[src/rtl/sha_rom_pkg.sv]
// Shared constants, encodings and fetch FSM states for the SHA-256 constant EEPROMs.
package sha_rom_pkg;

    localparam int unsigned H_BASE     = 0;
    localparam int unsigned K_BASE     = 8;
    localparam int unsigned H_COUNT    = 8;
    localparam int unsigned K_COUNT    = 64;
    localparam int unsigned ROM_ADDR_W = 13;
    localparam int unsigned ACC_CNT_W  = 4;

    localparam logic KIND_H = 1'b0;
    localparam logic KIND_K = 1'b1;

    typedef enum logic [1:0] {
        IDLE   = 2'd0,
        SETUP  = 2'd1,
        ACCESS = 2'd2,
        RESP   = 2'd3
    } fetch_state_t;

    // Word offset of a constant inside the EEPROM image (H block first, then K).
    function automatic int unsigned rom_offset(input logic kind, input logic [5:0] index);
        int unsigned base;
        base = (kind == KIND_K) ? K_BASE : H_BASE;
        return base + 32'(index);
    endfunction

endpackage

[src/rtl/sha_const_fetch.sv]
// Reads one SHA-256 H/K constant from four byte-lane EEPROMs per request.
module sha_const_fetch #(
    parameter int unsigned ACCESS_CYCLES = 3,
    parameter int unsigned ROM_ADDR_W    = 13
) (
    input  logic                  clk,
    input  logic                  rst_n,
    input  logic                  req_valid,
    output logic                  req_ready,
    input  logic                  req_kind,
    input  logic [5:0]            req_index,
    output logic                  rsp_valid,
    input  logic                  rsp_ready,
    output logic [31:0]           rsp_data,
    output logic                  rsp_err,
    output logic [ROM_ADDR_W-1:0] rom_a,
    output logic                  rom_ce_n,
    output logic                  rom_oe_n,
    output logic                  rom_we_n,
    input  logic [31:0]           rom_d
);
    import sha_rom_pkg::*;

    fetch_state_t         state;
    logic [ACC_CNT_W-1:0] cnt;

    // Read-only use of the EEPROMs: the write strobe is never asserted.
    assign rom_we_n = 1'b1;

    // Fetch sequencer: address setup, timed access with chip/output enable, then hold the response.
    always_ff @(posedge clk) begin
        if (!rst_n) begin
            state     <= IDLE;
            cnt       <= '0;
            req_ready <= 1'b1;
            rsp_valid <= 1'b0;
            rsp_data  <= '0;
            rsp_err   <= 1'b0;
            rom_a     <= '0;
            rom_ce_n  <= 1'b1;
            rom_oe_n  <= 1'b1;
        end else begin
            case (state)
                IDLE: begin
                    if (req_valid) begin
                        req_ready <= 1'b0;
                        if (req_kind == KIND_H && 32'(req_index) >= H_COUNT) begin
                            // Out-of-range H index: answer immediately, leave the bus untouched.
                            rsp_valid <= 1'b1;
                            rsp_err   <= 1'b1;
                            rsp_data  <= '0;
                            state     <= RESP;
                        end else begin
                            rom_a <= ROM_ADDR_W'(rom_offset(req_kind, req_index));
                            state <= SETUP;
                        end
                    end
                end
                SETUP: begin
                    rom_ce_n <= 1'b0;
                    rom_oe_n <= 1'b0;
                    cnt      <= ACC_CNT_W'(ACCESS_CYCLES - 1);
                    state    <= ACCESS;
                end
                ACCESS: begin
                    if (cnt == '0) begin
                        rsp_data  <= rom_d;
                        rsp_err   <= 1'b0;
                        rsp_valid <= 1'b1;
                        rom_ce_n  <= 1'b1;
                        rom_oe_n  <= 1'b1;
                        state     <= RESP;
                    end else begin
                        cnt <= cnt - ACC_CNT_W'(1);
                    end
                end
                RESP: begin
                    if (rsp_ready) begin
                        rsp_valid <= 1'b0;
                        req_ready <= 1'b1;
                        state     <= IDLE;
                    end
                end
                default: begin
                    state <= IDLE;
                end
            endcase
        end
    end

endmodule

[config.mk]
export PLATFORM = sky130hd
export DESIGN_NAME = sha_const_fetch
export DESIGN_NICKNAME = d
export VERILOG_FILES = /design/src/rtl/sha_rom_pkg.sv /design/src/rtl/sha_const_fetch.sv
export SDC_FILE = /design/constraint.sdc
export NUM_CORES = 1
export LEC_CHECK = 0
export BUFFER_PORTS_ARGS = -buffer_cell sky130_fd_sc_hd__clkbuf_2
export CORE_AREA = 2 2 75 77
export CTS_BUF_LIST = sky130_fd_sc_hd__clkbuf_16
export CTS_CLUSTER_SIZE = 8
export DETAILED_ROUTE_END_ITERATION = 8
export DIE_AREA = 0 0 77 79
export GPL_ROUTABILITY_DRIVEN = 1
export GPL_TIMING_DRIVEN = 0
export PLACE_DENSITY = 0.74
export SYNTH_ARGS = -nofsm -noshare
export SYNTH_HDL_FRONTEND = slang
export SYNTH_SLANG_ARGS = --single-unit
[constraint.sdc]
create_clock -name clk -period 2 [get_ports clk]
set_input_delay 0.4 -clock clk [delete_from_list [all_inputs] [get_ports clk]]
set_output_delay 0.4 -clock clk [all_outputs]
set_load 0.05 [all_outputs]
Word-level counts from Yosys, hierarchy flattened
Cells that the tools add are included.
- bits in registers: 55
- bits of input ports: 43
- word-level logic and storage cells: 58
- add/sub/neg operators: 2
- $lt $le $gt $ge: 1
- equal/unequal tests: 8
- muxes and demuxes: 23
- bitwise operators: 2
- reduce and logical (&&, ||, !) cells: 14
- operators with widths (cell ; number):
    $mux 32 ; 3
    $pmux 32 s2 ; 1
    $ne 2x2->1 const B ; 5
    $reduce_and 3->1 ; 3
    $mux 2 ; 4
    $mux 4 ; 2
    $pmux 2 s4 ; 1
    $pmux 4 s2 ; 1
    $add 4x6->7 ; 1
    $mux 1 ; 7
    $ge 6x4->1 const B ; 1
    $pmux 1 s2 ; 3
    $reduce_bool 2->1 ; 3
    $reduce_and 5->1 ; 1
    $eq 2x2->1 const B ; 2
    $logic_not 4->1 ; 1
    $reduce_and 2->1 ; 2
    $reduce_and 4->1 ; 1
    $sub 4x1->4 const B ; 1
    $pmux 1 s3 ; 1
    $reduce_bool 3->1 ; 1
    $eq 2x1->1 const B ; 1
    $logic_not 2->1 ; 1
    $not 1->1 ; 2
    $logic_and 1x1->1 ; 1

Logic depth before layout (Yosys ltp)
- depth in word-level cells: 5
- mapped depth: 7

Least setup slack after synthesis
Ideal clock, no wire load.
- path kind: reg-to-reg
- start: register state[0]
- end: register rsp_data[11]
- data arrival time: 1803 ps
- required time: 1876 ps
- slack: 73 ps
- stages on the path, launching flop included: 7
- period minus slack after synthesis: 1927 ps
- cells stage by stage: dfxtp_1 -> inv_1 -> ha_1 -> nand2b_1 -> a2111oi_4 -> clkbuf_2 -> o21ai_0
- word-level cells in the longest chain between the ends: 3
- ends and longest elaborated chain (what ; RTL line ; RTL):
    start: declaration ; sha_const_fetch.sv:24 ; fetch_state_t state;
    start signal: assignment ; sha_const_fetch.sv:33 ; state <= IDLE;
    start signal: assignment ; sha_const_fetch.sv:52 ; state <= RESP;
    start signal: assignment ; sha_const_fetch.sv:55 ; state <= SETUP;
    $eq 2x2->1 or $logic_not 2->1 (tied branches) ; sha_const_fetch.sv:43 ; case (state)
    $ne 2x2->1 (no line) or $reduce_bool 2->1 (tied branches) ; - ;
    $reduce_and 4->1 (no line) ; - ;
    end signal: assignment ; sha_const_fetch.sv:67 ; rsp_data <= rom_d;
    end: declaration ; sha_const_fetch.sv:14 ; output logic [31:0] rsp_data,
Several ways; a longest one is shown, not always the timed one.
A chain may end at the register's enable or synchronous reset.

Worst setup path after layout
- start: register state[0]
- end: register rsp_valid
- word-level cells in the longest chain between the ends: 3
- ends and longest elaborated chain (what ; RTL line ; RTL):
    $eq 2x2->1 or $logic_not 2->1 (tied branches) ; sha_const_fetch.sv:43 ;
    $ne 2x2->1 (no line) or $reduce_bool 3->1 (tied branches) ; - ;
    $reduce_and 5->1 (no line) ; - ;
    end signal: assignment ; sha_const_fetch.sv:36 ; rsp_valid <= 1'b0;
    end signal: assignment ; sha_const_fetch.sv:49 ; rsp_valid <= 1'b1;
    end signal: assignment ; sha_const_fetch.sv:69 ; rsp_valid <= 1'b1;
    end: declaration ; sha_const_fetch.sv:12 ; output logic rsp_valid,
Several ways; a longest one is shown, not always the timed one.

==> flow_summary_export.csv <==
group,metric,value,unit
status,status,"completed",
yosys,yosysMostFrequentCell,"dfxtp_1",
place,dpl_cell_area,0.00271,mm2
sta,hold_viol,0,
finish,area_growth,35.3,%
setup_path,crit_cells,6,
setup_path,ff2ff_setup_slack,0.08,ns
clocking,cts_buffers,5,
sta,rsz0062_at_grt,"false",
global_route,grtUsageMet2,28.2,%
clocking,htreeDepth,2,
yosys,synth_top_family_by_area,"simple AND/OR/NAND/NOR gates",
pwr,seqPwrFrac,29.6,%
pwr,p_sw,1.80,mW
place,port_buffers,85,
pwr,p_leak,1.32,nW
pwr,max-vdd-ir-drop,658,uV
yosys,synthTopCellsByArea,"dfxtp_1 45%, nand4_1 9.2%, nand2_1 7.1%",
pwr,clockPowerShare,22.8,%
finish,final_util,55.1,%
sta,max_clock_freq,0.521,GHz
setup_path,path_cells,"inv_1 > ha_2 > nor2b_1 > or3_4 > or4_1 > a21oi_1",
hold_path,hold_path_class,"in2reg",
place,gp_congestion,0.757,
setup_path,cpPeakStageDelay,0.47,ns
finish,nets,403,
sta,tns,0,ns
yosys,synth_warnings,0,
sta,setup_viol_count_final,0,
floorplanning,pin_count,94,
setup_path,worstSetupPathType,"reg2reg",
sta,whs,0.350,ns
setup_path,arrival,2.14,ns
yosys,avgSynthCellArea,8.62,um2
drt,num_vias,2111,
finish,fin_area,0.00294,mm2
drt,avgRoutedWirePerCell,12.2,um
drt,ant_nets,0,
setup_path,critPathLaunch,"state[0]",
floorplanning,coreArea,0.00534,mm2
global_route,met3_usage,3.86,%
clocking,ctsHoldBuffers,0,
finish,multi_input_area,0.00106,mm2
yosys,synth.distinct_cells,36,
drt,drt-total-wl,5.17,mm
setup_path,startpoint_type,"flip-flop",
setup_path,reg2reg_from,"state[0]",
drt,drcViolationCount,0,
floorplanning,num_rows,27,
pwr,switching_share,42.7,%
setup_path,critPathTopFamily,"simple AND/OR/NAND/NOR gates",
yosys,synth.top_cells.by_count,"49 x dfxtp_1, 41 x nand2_1, 32 x nand4_1, 25 x o21ai_0, 12 x clkbuf_1",
yosys,yosysTopAreaCell,"dfxtp_1",
clocking,clock_latency,0.28,ns
clocking,clkSinkCount,49,
finish,drive_gt1_share,35.1,%
global_route,antenna_found_initial,0,
sta,drv_slew,0,
sta,fin_crit,1.92,ns
yosys,synthAdderAreaFrac,4.61,%
setup_path,r2r_cells,6,
pwr,p_int,2.42,mW
yosys,yosys.area_share.simple,24.4,%
clocking,cts_tree,"built",
finish,fillCellCount,543,
yosys,synth-xor-area-share,1.21,%
setup_path,crit_end,"rsp_valid",
yosys,synth_top_flop_cell,"dfxtp_1",
yosys,synthCells,252,
drt,firstDrtPassIters,4,
yosys,ys_seq_area_share,45.2,%
floorplanning,die_h,79,um
global_route,busiest_layer,"met2",
drt,drt_iter0_drc,125,
drt,viasPerCell,4.97,
setup_path,cp.required,2.22,ns
pwr,share_comb_of_total_power,47.6,%
setup_path,r2r_end,"rsp_valid",
setup_path,crit_fanout,7,
setup_path,cp-end-kind,"flip-flop",
clocking,cts_root_buffer,"clkbuf_16",
yosys,async_reset_ff_share,0,%
global_route,overflow,0,
floorplanning,dieArea,0.00608,mm2
yosys,synth_edf_count,0,
global_route,grt.total_usage,17.1,%
pwr,power_density,1440,mW/mm2
sta,finClkSkew,0.00676,ns
setup_path,cpMaxStageDelayCell,"or4_1",
global_route,use_met1,21.9,%
setup_path,critPathBufInv,1,
place,dp_hpwl,3.88,mm
yosys,synth_compound_area_share,13.2,%
finish,diodes,0,
global_route,grt_pass1_vias,1811,
global_route,grt_max_degree,17,
floorplanning,chipWidth,77,um
yosys,ys_ff_latch,49,
clocking,path_clk_slew,0.07,ns
global_route,grt_pass1_wl,8.48,mm
finish,register_area,983,um2
yosys,synth_mux_area_share,2.76,%
clocking,clockBufferDepth,2,
floorplanning,start_util,40.7,%
yosys,synth_top_area_share,45.2,%
yosys,syn_area,0.00217,mm2
run,drv_cap,0,
sta,post-route-period-util,96.0,%
cell families after synthesis:
group	count (synthesis)
and+or+nand+nor	104
DFF	49
AOI/OAI and AO/OA	47
buffers and inverters	33
adders and majority gates	8
muxes	6
xor gates and xnor gates	3
other	2
worst reg2reg max path: cells and delay by family (launching register included):
family | cells | cell delay, ns
AND/OR/NAND/NOR | 3 | 1.08
flip-flops | 1 | 0.35
adder cells (fa/ha/maj) | 1 | 0.24
AO/OA/AOI/OAI | 1 | 0.12
buffers and inverters | 1 | 0.07
area by class of cell:
cell class	count	share of cell area, %
Timing Repair Buffer	88	15.2
Tap cell	72	3.07
Sequential cell	49	33.5
Buffer	27	5.53
Inverter	6	0.766
Clock buffer	5	4.26
Clock inverter	3	1.58
Multi-Input combinational cell	175	36.1
how the worst min path moves through the flow:
stage	start	to	slack [ns]	depth (start not counted)
after detailed placement	rsp_data[13]	rsp_data[13]	0.44	2
after CTS	req_index[2]	rom_a[2]	0.35	3
after global placement	rsp_data[13]	rsp_data[13]	0.44	2
final	req_index[0]	rom_a[0]	0.35	3
after global routing	req_index[1]	rom_a[1]	0.35	3
after floorplan	cnt[0]	cnt[0]	0.46	2
power groups by stage:
| stage | Clock, mW | Combinational [mW] | Sequential [mW] |
|---|---|---|---|
| floorplan | 0 | 1.03 | 1.68 |
| global placement | 0 | 1.86 | 1.26 |
| detailed placement | 0 | 1.87 | 1.26 |
| CTS | 0.978 | 1.95 | 1.24 |
| global route | 1.02 | 2.19 | 1.27 |
| finish | 0.961 | 2.01 | 1.25 |
metrics by stage:
stage	power (mW)	std cells	setup slack [ns]
6_report	4.22	425	0.0803
3_5_place_dp	3.14	414	-0.293
2_1_floorplan	2.71	257	0.0734
3_3_place_gp	3.12	414	-0.262
5_1_grt	4.48	425	0.00155
4_1_cts	4.17	425	0.0164
what timing repair did:
item,4_1_cts,5_1_grt
gates resized for setup,1,12
buffers inserted,3,0
setup endpoints to repair,33,34
pin swaps,1,1
sequential cells by signal, indices dropped and copies added (netlist names):
name / cells
cnt: 4
req_ready: 1
rom_a: 7
rom_oe_n: 1
rsp_data: 32
rsp_err: 1
rsp_valid: 1
state: 2
per-layer routing:
layer  share of wire (%)  wire, um
met5                   0         0
met4                 1.2        63
met3                 6.8       353
met2                  46      2390
met1                  46      2360
layout by cell type (no fill, tap or decap), types with 7 or more instances in the layout:
cell | netlist | layout
conb_1 | 2 | 7
o21ai_0 | 25 | 25
nor2_1 | 10 | 10
dfxtp_1 | 49 | 47
o21ai_1 | 8 | 8
clkbuf_2 | 3 | 85
nand4_1 | 32 | 32
a21oi_1 | 7 | 7
buf_4 | 8 | 11
nand2_1 | 41 | 41
clkbuf_1 | 12 | 12
ha_1 | 8 | 7
No activity file was read; power rests on OpenSTA's default activity.
